<file path="src/rtl/mem_lsu_pkg.sv">
// ============================================================================
// Module : mem_lsu_pkg
// Brief  : Shared bus widths, op encodings and memory-op decode helpers.
// Rev    : 1.0  initial release
// ============================================================================
`default_nettype none

package mem_lsu_pkg;

  localparam int          C_REG_BUS      = 32;
  localparam int          C_REG_ADDR_BUS = 5;
  localparam logic [31:0] C_ZERO_WORD    = 32'h0000_0000;

  localparam logic [7:0] C_OP_LB  = 8'b1110_0000;
  localparam logic [7:0] C_OP_LBU = 8'b1110_0100;
  localparam logic [7:0] C_OP_LH  = 8'b1110_0001;
  localparam logic [7:0] C_OP_LHU = 8'b1110_0101;
  localparam logic [7:0] C_OP_LW  = 8'b1110_0011;
  localparam logic [7:0] C_OP_SB  = 8'b1110_1000;
  localparam logic [7:0] C_OP_SH  = 8'b1110_1001;
  localparam logic [7:0] C_OP_SW  = 8'b1110_1011;

  function automatic logic f_is_mem(input logic [7:0] op);
    case (op)
      C_OP_LB, C_OP_LBU, C_OP_LH, C_OP_LHU, C_OP_LW,
      C_OP_SB, C_OP_SH, C_OP_SW: return 1'b1;
      default:                   return 1'b0;
    endcase
  endfunction

  // Bytes are always aligned; non-memory ops report aligned as well.
  function automatic logic f_aligned(input logic [7:0] op, input logic [1:0] addr_lo);
    case (op)
      C_OP_LH, C_OP_LHU, C_OP_SH: return ~addr_lo[0];
      C_OP_LW, C_OP_SW:           return (addr_lo == 2'b00);
      default:                    return 1'b1;
    endcase
  endfunction

endpackage

`default_nettype wire

</file>
<file path="src/rtl/mem_lane.sv">
// ============================================================================
// Module : mem_lane
// Brief  : Big-endian byte-lane select, store replicate and load extract.
// Rev    : 1.0  initial release
// ============================================================================
`default_nettype none

module mem_lane
  import mem_lsu_pkg::*;
(
  input  logic [7:0]  i_aluop,
  input  logic [1:0]  i_addr_lo,
  input  logic [31:0] i_reg2,
  input  logic [31:0] i_rdata,
  output logic        o_we,
  output logic [3:0]  o_sel,
  output logic [31:0] o_wdata,
  output logic [31:0] o_load
);

  logic [7:0]  w_byte;
  logic [15:0] w_half;
  logic [3:0]  w_sel_byte;
  logic [3:0]  w_sel_half;

  // Lane 00 is the most significant byte.
  always_comb begin
    case (i_addr_lo)
      2'b00:   w_byte = i_rdata[31:24];
      2'b01:   w_byte = i_rdata[23:16];
      2'b10:   w_byte = i_rdata[15:8];
      default: w_byte = i_rdata[7:0];
    endcase
  end

  assign w_half     = i_addr_lo[1] ? i_rdata[15:0] : i_rdata[31:16];
  assign w_sel_byte = 4'b1000 >> i_addr_lo;
  assign w_sel_half = i_addr_lo[1] ? 4'b0011 : 4'b1100;

  always_comb begin
    o_we    = 1'b0;
    o_sel   = 4'b0000;
    o_wdata = C_ZERO_WORD;
    o_load  = C_ZERO_WORD;
    case (i_aluop)
      C_OP_LB:  begin o_sel = w_sel_byte; o_load = {{24{w_byte[7]}}, w_byte}; end
      C_OP_LBU: begin o_sel = w_sel_byte; o_load = {24'h0, w_byte}; end
      C_OP_LH:  begin o_sel = w_sel_half; o_load = {{16{w_half[15]}}, w_half}; end
      C_OP_LHU: begin o_sel = w_sel_half; o_load = {16'h0, w_half}; end
      C_OP_LW:  begin o_sel = 4'b1111;    o_load = i_rdata; end
      C_OP_SB:  begin o_we = 1'b1; o_sel = w_sel_byte; o_wdata = {4{i_reg2[7:0]}}; end
      C_OP_SH:  begin o_we = 1'b1; o_sel = w_sel_half; o_wdata = {2{i_reg2[15:0]}}; end
      C_OP_SW:  begin o_we = 1'b1; o_sel = 4'b1111;    o_wdata = i_reg2; end
      default:  ;
    endcase
  end

endmodule

`default_nettype wire

</file>
<file path="src/rtl/mem_lsu.sv">
// ============================================================================
// Module : mem_lsu
// Brief  : MEM-stage load/store unit with a stalling data-bus handshake.
// Rev    : 1.0  initial release
// ============================================================================
`default_nettype none

module mem_lsu
  import mem_lsu_pkg::*;
(
  input  logic                      clk,
  input  logic                      rst,
  input  logic [C_REG_ADDR_BUS-1:0] ex_wd_i,
  input  logic                      ex_wreg_i,
  input  logic [C_REG_BUS-1:0]      ex_wdata_i,
  input  logic [7:0]                ex_aluop_i,
  input  logic [C_REG_BUS-1:0]      ex_reg2_i,
  input  logic                      stall_i,
  output logic                      stallreq_o,
  output logic [C_REG_ADDR_BUS-1:0] wb_wd_o,
  output logic                      wb_wreg_o,
  output logic [C_REG_BUS-1:0]      wb_wdata_o,
  output logic                      misalign_o,
  output logic                      bus_req_o,
  output logic                      bus_we_o,
  output logic [C_REG_BUS-1:0]      bus_addr_o,
  output logic [3:0]                bus_sel_o,
  output logic [C_REG_BUS-1:0]      bus_wdata_o,
  input  logic                      bus_ack_i,
  input  logic [C_REG_BUS-1:0]      bus_rdata_i
);

  typedef enum logic [1:0] {
    S_IDLE = 2'd0,
    S_BUSY = 2'd1,
    S_DONE = 2'd2
  } state_e;

  state_e                      r_state;
  state_e                      w_state_nxt;
  logic [7:0]                  r_op;
  logic [C_REG_BUS-1:0]        r_addr;
  logic [C_REG_BUS-1:0]        r_reg2;
  logic [C_REG_ADDR_BUS-1:0]   r_wd;
  logic                        r_wreg;
  logic                        r_buf_wreg;
  logic [C_REG_BUS-1:0]        r_buf_wdata;

  logic                        w_ex_mem;
  logic                        w_ex_aligned;
  logic                        w_busy;
  logic                        w_lane_we;
  logic [3:0]                  w_lane_sel;
  logic [C_REG_BUS-1:0]        w_lane_wdata;
  logic [C_REG_BUS-1:0]        w_lane_load;
  logic                        w_res_wreg;
  logic [C_REG_BUS-1:0]        w_res_wdata;

  assign w_ex_mem     = f_is_mem(ex_aluop_i);
  assign w_ex_aligned = f_aligned(ex_aluop_i, ex_wdata_i[1:0]);
  assign w_busy       = (r_state == S_BUSY);

  mem_lane u_lane (
    .i_aluop   (r_op),
    .i_addr_lo (r_addr[1:0]),
    .i_reg2    (r_reg2),
    .i_rdata   (bus_rdata_i),
    .o_we      (w_lane_we),
    .o_sel     (w_lane_sel),
    .o_wdata   (w_lane_wdata),
    .o_load    (w_lane_load)
  );

  // Stores complete as a write-back bubble.
  assign w_res_wreg  = r_wreg & ~w_lane_we;
  assign w_res_wdata = w_lane_we ? C_ZERO_WORD : w_lane_load;

  // Bus fields come from latched state, so they stay stable through BUSY.
  assign bus_req_o   = w_busy;
  assign bus_we_o    = w_busy & w_lane_we;
  assign bus_addr_o  = w_busy ? {r_addr[C_REG_BUS-1:2], 2'b00} : C_ZERO_WORD;
  assign bus_sel_o   = w_busy ? w_lane_sel : 4'b0000;
  assign bus_wdata_o = w_busy ? w_lane_wdata : C_ZERO_WORD;

  always_ff @(posedge clk) begin
    if (rst) r_state <= S_IDLE;
    else     r_state <= w_state_nxt;
  end

  always_comb begin
    w_state_nxt = r_state;
    stallreq_o  = 1'b0;
    case (r_state)
      S_IDLE: begin
        stallreq_o = w_ex_mem & w_ex_aligned;
        if (!stall_i && w_ex_mem && w_ex_aligned) w_state_nxt = S_BUSY;
      end
      S_BUSY: begin
        stallreq_o = ~bus_ack_i;
        if (bus_ack_i) w_state_nxt = stall_i ? S_DONE : S_IDLE;
      end
      S_DONE: begin
        if (!stall_i) w_state_nxt = S_IDLE;
      end
      default: w_state_nxt = S_IDLE;
    endcase
  end

  always_ff @(posedge clk) begin
    if (rst) begin
      wb_wd_o     <= '0;
      wb_wreg_o   <= 1'b0;
      wb_wdata_o  <= C_ZERO_WORD;
      misalign_o  <= 1'b0;
      r_op        <= 8'h00;
      r_addr      <= C_ZERO_WORD;
      r_reg2      <= C_ZERO_WORD;
      r_wd        <= '0;
      r_wreg      <= 1'b0;
      r_buf_wreg  <= 1'b0;
      r_buf_wdata <= C_ZERO_WORD;
    end else begin
      misalign_o <= 1'b0;
      case (r_state)
        S_IDLE: begin
          if (!stall_i) begin
            if (!w_ex_mem) begin
              wb_wd_o    <= ex_wd_i;
              wb_wreg_o  <= ex_wreg_i;
              wb_wdata_o <= ex_wdata_i;
            end else begin
              wb_wd_o    <= ex_wd_i;
              wb_wreg_o  <= 1'b0;
              wb_wdata_o <= C_ZERO_WORD;
              if (w_ex_aligned) begin
                r_op   <= ex_aluop_i;
                r_addr <= ex_wdata_i;
                r_reg2 <= ex_reg2_i;
                r_wd   <= ex_wd_i;
                r_wreg <= ex_wreg_i;
              end else begin
                misalign_o <= 1'b1;
              end
            end
          end
        end
        S_BUSY: begin
          if (bus_ack_i) begin
            if (!stall_i) begin
              wb_wd_o    <= r_wd;
              wb_wreg_o  <= w_res_wreg;
              wb_wdata_o <= w_res_wdata;
            end else begin
              r_buf_wreg  <= w_res_wreg;
              r_buf_wdata <= w_res_wdata;
            end
          end
        end
        S_DONE: begin
          if (!stall_i) begin
            wb_wd_o    <= r_wd;
            wb_wreg_o  <= r_buf_wreg;
            wb_wdata_o <= r_buf_wdata;
          end
        end
        default: ;
      endcase
    end
  end

endmodule

`default_nettype wire

</file>
<file path="config.mk">
export PLATFORM = sky130hd
export DESIGN_NAME = mem_lsu
export DESIGN_NICKNAME = d
export VERILOG_FILES = /design/src/rtl/mem_lsu_pkg.sv /design/src/rtl/mem_lane.sv /design/src/rtl/mem_lsu.sv
export SDC_FILE = /design/constraint.sdc
export NUM_CORES = 1
export LEC_CHECK = 0
export CORE_MARGIN = 5
export CORE_UTILIZATION = 43
export CTS_BUF_LIST = sky130_fd_sc_hd__clkbuf_16
export DETAILED_ROUTE_END_ITERATION = 8
export HOLD_SLACK_MARGIN = 0.15
export PLACE_DENSITY = 0.77
export SKIP_CTS_REPAIR_TIMING = 1
export SYNTH_ARGS = -nofsm -noshare
export SYNTH_HDL_FRONTEND = slang
export SYNTH_SLANG_ARGS = --single-unit
</file>
<file path="constraint.sdc">
create_clock -name clk -period 2.53 [get_ports clk]
set_input_delay 0.506 -clock clk [delete_from_list [all_inputs] [get_ports clk]]
set_output_delay 0.506 -clock clk [all_outputs]
set_load 0.05 [all_outputs]
</file>
# After elaboration in Yosys (flattened, before gate mapping)
# Cells that the tools add are included.
# totals
regBits	152
latchBits	0
mem_bits_rw	0
rom_bits	0
out_inout_bits	110
mem_count	0
# op_classes
n_addsub	0
mul	0
div	0
magnitude_cmp	0
n_eq_ne	25
shifts	1
n_mux	36
bitwise_logic	9
reduce_logical	20
# ops
operator	count
two-way mux 32 bit	8
case mux 32 bit (3 select lines)	2
case mux 32 bit (5 select lines)	1
equality test 8 bit, second input constant	16
case mux 8 bit (3 select lines)	1
two-way mux 16 bit	1
two-way mux 5 bit	3
case mux 5 bit (3 select lines)	1
case mux 4 bit (3 select lines)	1
OR reduction 3 bit	4
!= test 2 bit, second input constant	5
AND reduction 3 bit	3
two-way mux 1 bit	8
two-way mux 2 bit	4
two-way mux 4 bit	2
OR reduction 8 bit	1
zero test 2 bit	3
NOT 1 bit	6
case mux 2 bit (3 select lines)	1
AND reduction 5 bit	1
equality test 2 x 1 -> 1 bit, second input constant	2
equality test 2 bit, second input constant	2
case mux 1 bit (2 select lines)	2
AND reduction 4 bit	1
8 further kinds	12

# Longest topological paths before layout
# depth
ltp_word	8
mapped_depth	9

# Modules after synthesis
# From an unflattened synthesis, not the netlist that was laid out.
# unflattened
hier_cells	1022
area_unflattened_um2	8399.3
# by_module_without_submodules
module	instances	cells_per_inst	area_each_um2	seq_area_each_um2
mem_lsu	1	801	6886.6	3042.9
mem_lane	1	221	1512.7	0.0

# Worst setup path before layout
# No wires, ideal clock.
# synth_path
kind	flip-flop to output port
startpoint	reg r_state[1]
endpoint	out bus_wdata_o[29]
arrival_time_ps	2967
t_required_ps	2024
setup_slack_ps	-943
path_stages_with_launch	9
path_buffers	3
path_cell_list	dfxtp_1 > inv_1 > ha_1 > clkbuf_1 > nand4b_1 > or2_2 > clkbuf_1 > clkbuf_1 > a21oi_1
# synth_between
elab_chain_len	2
# synth_rtl
item	line_no	source
from (decl)	mem_lsu.sv:39	state_e r_state;
from (signal assigned)	mem_lsu.sv:87	else r_state <= w_state_nxt;
equality test 2 x 1 -> 1 bit	mem_lsu.sv:61	assign w_busy = (r_state == S_BUSY);
via bus_req_o	mem_lsu.sv:24	output logic bus_req_o,
two-way mux 32 bit	mem_lsu.sv:83	assign bus_wdata_o = w_busy ? w_lane_wdata : C_ZERO_WORD;
to (decl)	mem_lsu.sv:28	output logic [C_REG_BUS-1:0] bus_wdata_o,
# The timed path passes the listed nets, and every way through them passes these cells.

# Worst setup path in the final report
# layout_path
startpoint	reg r_state[1]
endpoint	out bus_wdata_o[24]
# layout_between
elab_chain_len	2
# layout_rtl
item	line_no
equality test 2 x 1 -> 1 bit	mem_lsu.sv:61
two-way mux 32 bit	mem_lsu.sv:83
# Every way passes these cells.

==> flow_metrics.tcl <==
set metrics [dict create \
    drt-initial-drc-count 635 \
    cp-start-kind "flip-flop" \
    die_area_um2 20610 \
    fillers 1540 \
    wl_mm 27.15 \
    chipWidth_um 143.6 \
    drt-wirelength-per-cell_um 18.84 \
    worst-path-buf-inv 3 \
    ys_seq_area_frac 0.3967 \
    core-area_um2 17420 \
    multi_input_area_um2 4448 \
    status "completed" \
    ys_async_sr_fraction 0 \
    total_leakage_power_uw 0.003967 \
    grt_pass1_vias 7867 \
    end_kind "primary output" \
    clockRootBuffer "clkbuf_16" \
    grt-ovfl-total 0 \
    holdPathEnd "r_buf_wdata[15]" \
    pre_cts_ws_ps -63.87 \
    whs_ps 378.9 \
    holdPathStages 2 \
    synth_edf_count 0 \
    grt_first_pass_wirelength_mm 41.83 \
    post-dp-hpwl_mm 19.23 \
    synthToLayoutAreaGrowth_pct 43.65 \
    vias 8294 \
    ir_drop_v 0.0004917 \
    drtPass1Iterations 5 \
    r2r-start "r_state[1]" \
    syn-cell-area_um2 7671 \
    place_area_um2 10250 \
    hp-class "in -> reg" \
    p_per_area_nw_per_um2 529.7 \
    grt_use_total 0.2551 \
    worstPathCellList "inv_2 > ha_4 > nand4b_1 > or2_4 > buf_12 > a21oi_4 > buf_8" \
    synthCells 1004 \
    synth-main-ff-cell "dfxtp_1" \
    rrSetupSlack_ps 260 \
    worstPathArrival_ps 1980 \
    seq_area_um2 3047 \
    place.gp.congestion 0.9498 \
    viasPerCell 5.756 \
    placed_cells 1404 \
    post-route-drc-count 0 \
    fmaxAchievable_mhz 403.0 \
    r2r_cells 9 \
    synth_warnings 0 \
    drive_above_1_share 0.1793 \
    fin_nets 1321 \
    rows 48 \
    fin_cells 1441 \
    fin_crit_sh 0.9807 \
    antenna_found_initial 1 \
    num_antenna_cells 0 \
    worstPathRequired_ps 2020 \
    clock_path_buffers 2 \
    setup-violations-final 0 \
    htree_levels 4 \
    die_y_um 143.6 \
    clock-sinks 152 \
    clk_pin_slew_ps 60 \
    finalClockSkew_ps 6.305 \
    synth_seq_cells 152 \
    ant_nets 0 \
    cap_violations 0 \
    synth_cell_types 55 \
    crit_path_max_incr_delay_ps 350 \
    crit_path_top_delay_cell "dfxtp_2" \
    numPortBuffers 221 \
    min_from "rst" \
    crit_family "simple AND/OR/NAND/NOR gates" \
    critPathKind "reg -> out" \
    numCtsBuffers 17 \
    rsz0062_at_grt "yes" \
    setup_ws_ps 48.80 \
    worst_pin_slew_ps 1165 \
    start_util 0.4404 \
    r2r_end "wb_wdata_o[15]" \
    slew-limit-headroom 0.2206 \
    crit_fanout 15 \
    hold_violations 0 \
    drv_slew 0 \
    avgSynthCellArea_um2 7.641 \
    io_pins 224 \
    min_period_ps 2481 \
    worstSkewPairLatency_ps 430 \
    cts_tree "built" \
    design_area_um2 11020 \
    grt_max_degree 111 \
]
metrics by stage:
stage	util	power, uW	TNS, ps
3_3_place_gp	0.5883	3361	-51.68
6_report	0.6327	5837	0
3_5_place_dp	0.5883	3368	-905.6
5_1_grt	0.6327	6015	-327.5
4_1_cts	0.6213	5850	-4178
2_1_floorplan	-	2946	-1134
cell families after synthesis:
kind of cell | synth area share
adder cells (fa/ha/maj) | 0.006524
flip-flops | 0.3967
AO/OA/AOI/OAI | 0.2562
multiplexers | 0.04322
other | 0.0004888
buffers and inverters | 0.05333
AND/OR/NAND/NOR | 0.2435
metal layers:
layer / vias to the layer above / global-route usage / part of all wire / wire [um]
met5: - / 0 / 0.00026 / 7
met4: 2 / 0.09118 / 0.028 / 763
met2: 435 / 0.4076 / 0.46 / 12590
met1: 3858 / 0.3244 / 0.39 / 10530
li1: 3943 / - / - / -
met3: 56 / 0.08253 / 0.12 / 3260
flip-flops by register name (all words and copies together), names as in the netlist:
register	count
misalign_o	1
r_reg2	32
r_op	8
wb_wdata_o	32
r_buf_wdata	32
r_wd	5
r_addr	32
wb_wreg_o	1
r_state	2
r_wreg	1
r_buf_wreg	1
wb_wd_o	5
synthesized netlist by cell type, drive strengths merged (5+ instances only):
| cell type | number | area (um2) |
|---|---|---|
| a211oi | 7 | 65.06 |
| a21o | 14 | 105.1 |
| a21oi | 115 | 575.6 |
| a221oi | 38 | 332.8 |
| a22o | 7 | 61.31 |
| a22oi | 23 | 172.7 |
| and2 | 42 | 262.8 |
| buf | 26 | 142.6 |
| clkbuf | 65 | 244.0 |
| dfxtp | 152 | 3043 |
| inv | 6 | 22.52 |
| mux2 | 17 | 191.4 |
| mux2i | 14 | 140.1 |
| nand2 | 218 | 818.3 |
| nand2b | 7 | 43.79 |
| nand3 | 35 | 175.2 |
| nor2 | 73 | 274.0 |
| nor2b | 13 | 81.33 |
| nor3 | 5 | 30.03 |
| o21ai | 49 | 249.0 |
| o221ai | 7 | 61.31 |
| o2bb2ai | 8 | 70.07 |
| o31ai | 9 | 67.56 |
| or4 | 5 | 37.54 |
layout make-up:
cell class,instances,area share
inverters,6,0.002384
well taps,225,0.02555
flip-flops and latches,152,0.2765
multi-input cells,756,0.4037
clock buffers,17,0.03861
repair buffers,270,0.2397
clock inverters,15,0.01363
layout by cell type, fill, tap and decap left out, types with 6 or more instances in the layout:
cell type        count
nand2_1            218
clkdlybuf4s50_1    150
dfxtp_1            149
a21oi_1            104
buf_4               89
nor2_1              63
o21ai_0             47
a221oi_1            37
nand3_1             35
and2_1              32
a22oi_1             23
mux2_2              17
clkbuf_16           17
buf_6               15
mux2i_1             14
a21o_1              14
buf_12              13
nor2b_1             12
and2_4               9
o31ai_1              9
nor2_4               8
nand2b_1             7
o221ai_1             7
a22o_1               7
o2bb2ai_1            7
a21oi_4              6
a211oi_1             6
how the worst max path moves through the flow:
stage          depth (start not counted)          start              end  slack, ps
5_1_grt                                7     r_state[1]  bus_wdata_o[24]        -30
3_5_place_dp                           7  ex_aluop_i[2]       r_addr[17]        -60
2_1_floorplan                          8     r_state[1]   bus_wdata_o[0]        -70
4_1_cts                                7     r_state[1]   bus_wdata_o[6]       -410
3_3_place_gp                           6  ex_wdata_i[1]       stallreq_o        -50
6_report                               7     r_state[1]  bus_wdata_o[24]         50
worst reg2reg max path, delay by kind of cell, from the launching register on:
kind                       cells  cell delay [ps]
buffers and inverters          4              610
DFF                            1              380
AOI/OAI and AO/OA              3              660
adders and majority gates      1              170
and+or+nand+nor                1              330
power by group:
part	internal (uW)	switching (uW)	total, uW
logic	363	484	847
clock network	1450	1050	2510
registers	2450	33.2	2480
No activity file was read; power rests on OpenSTA's default activity.
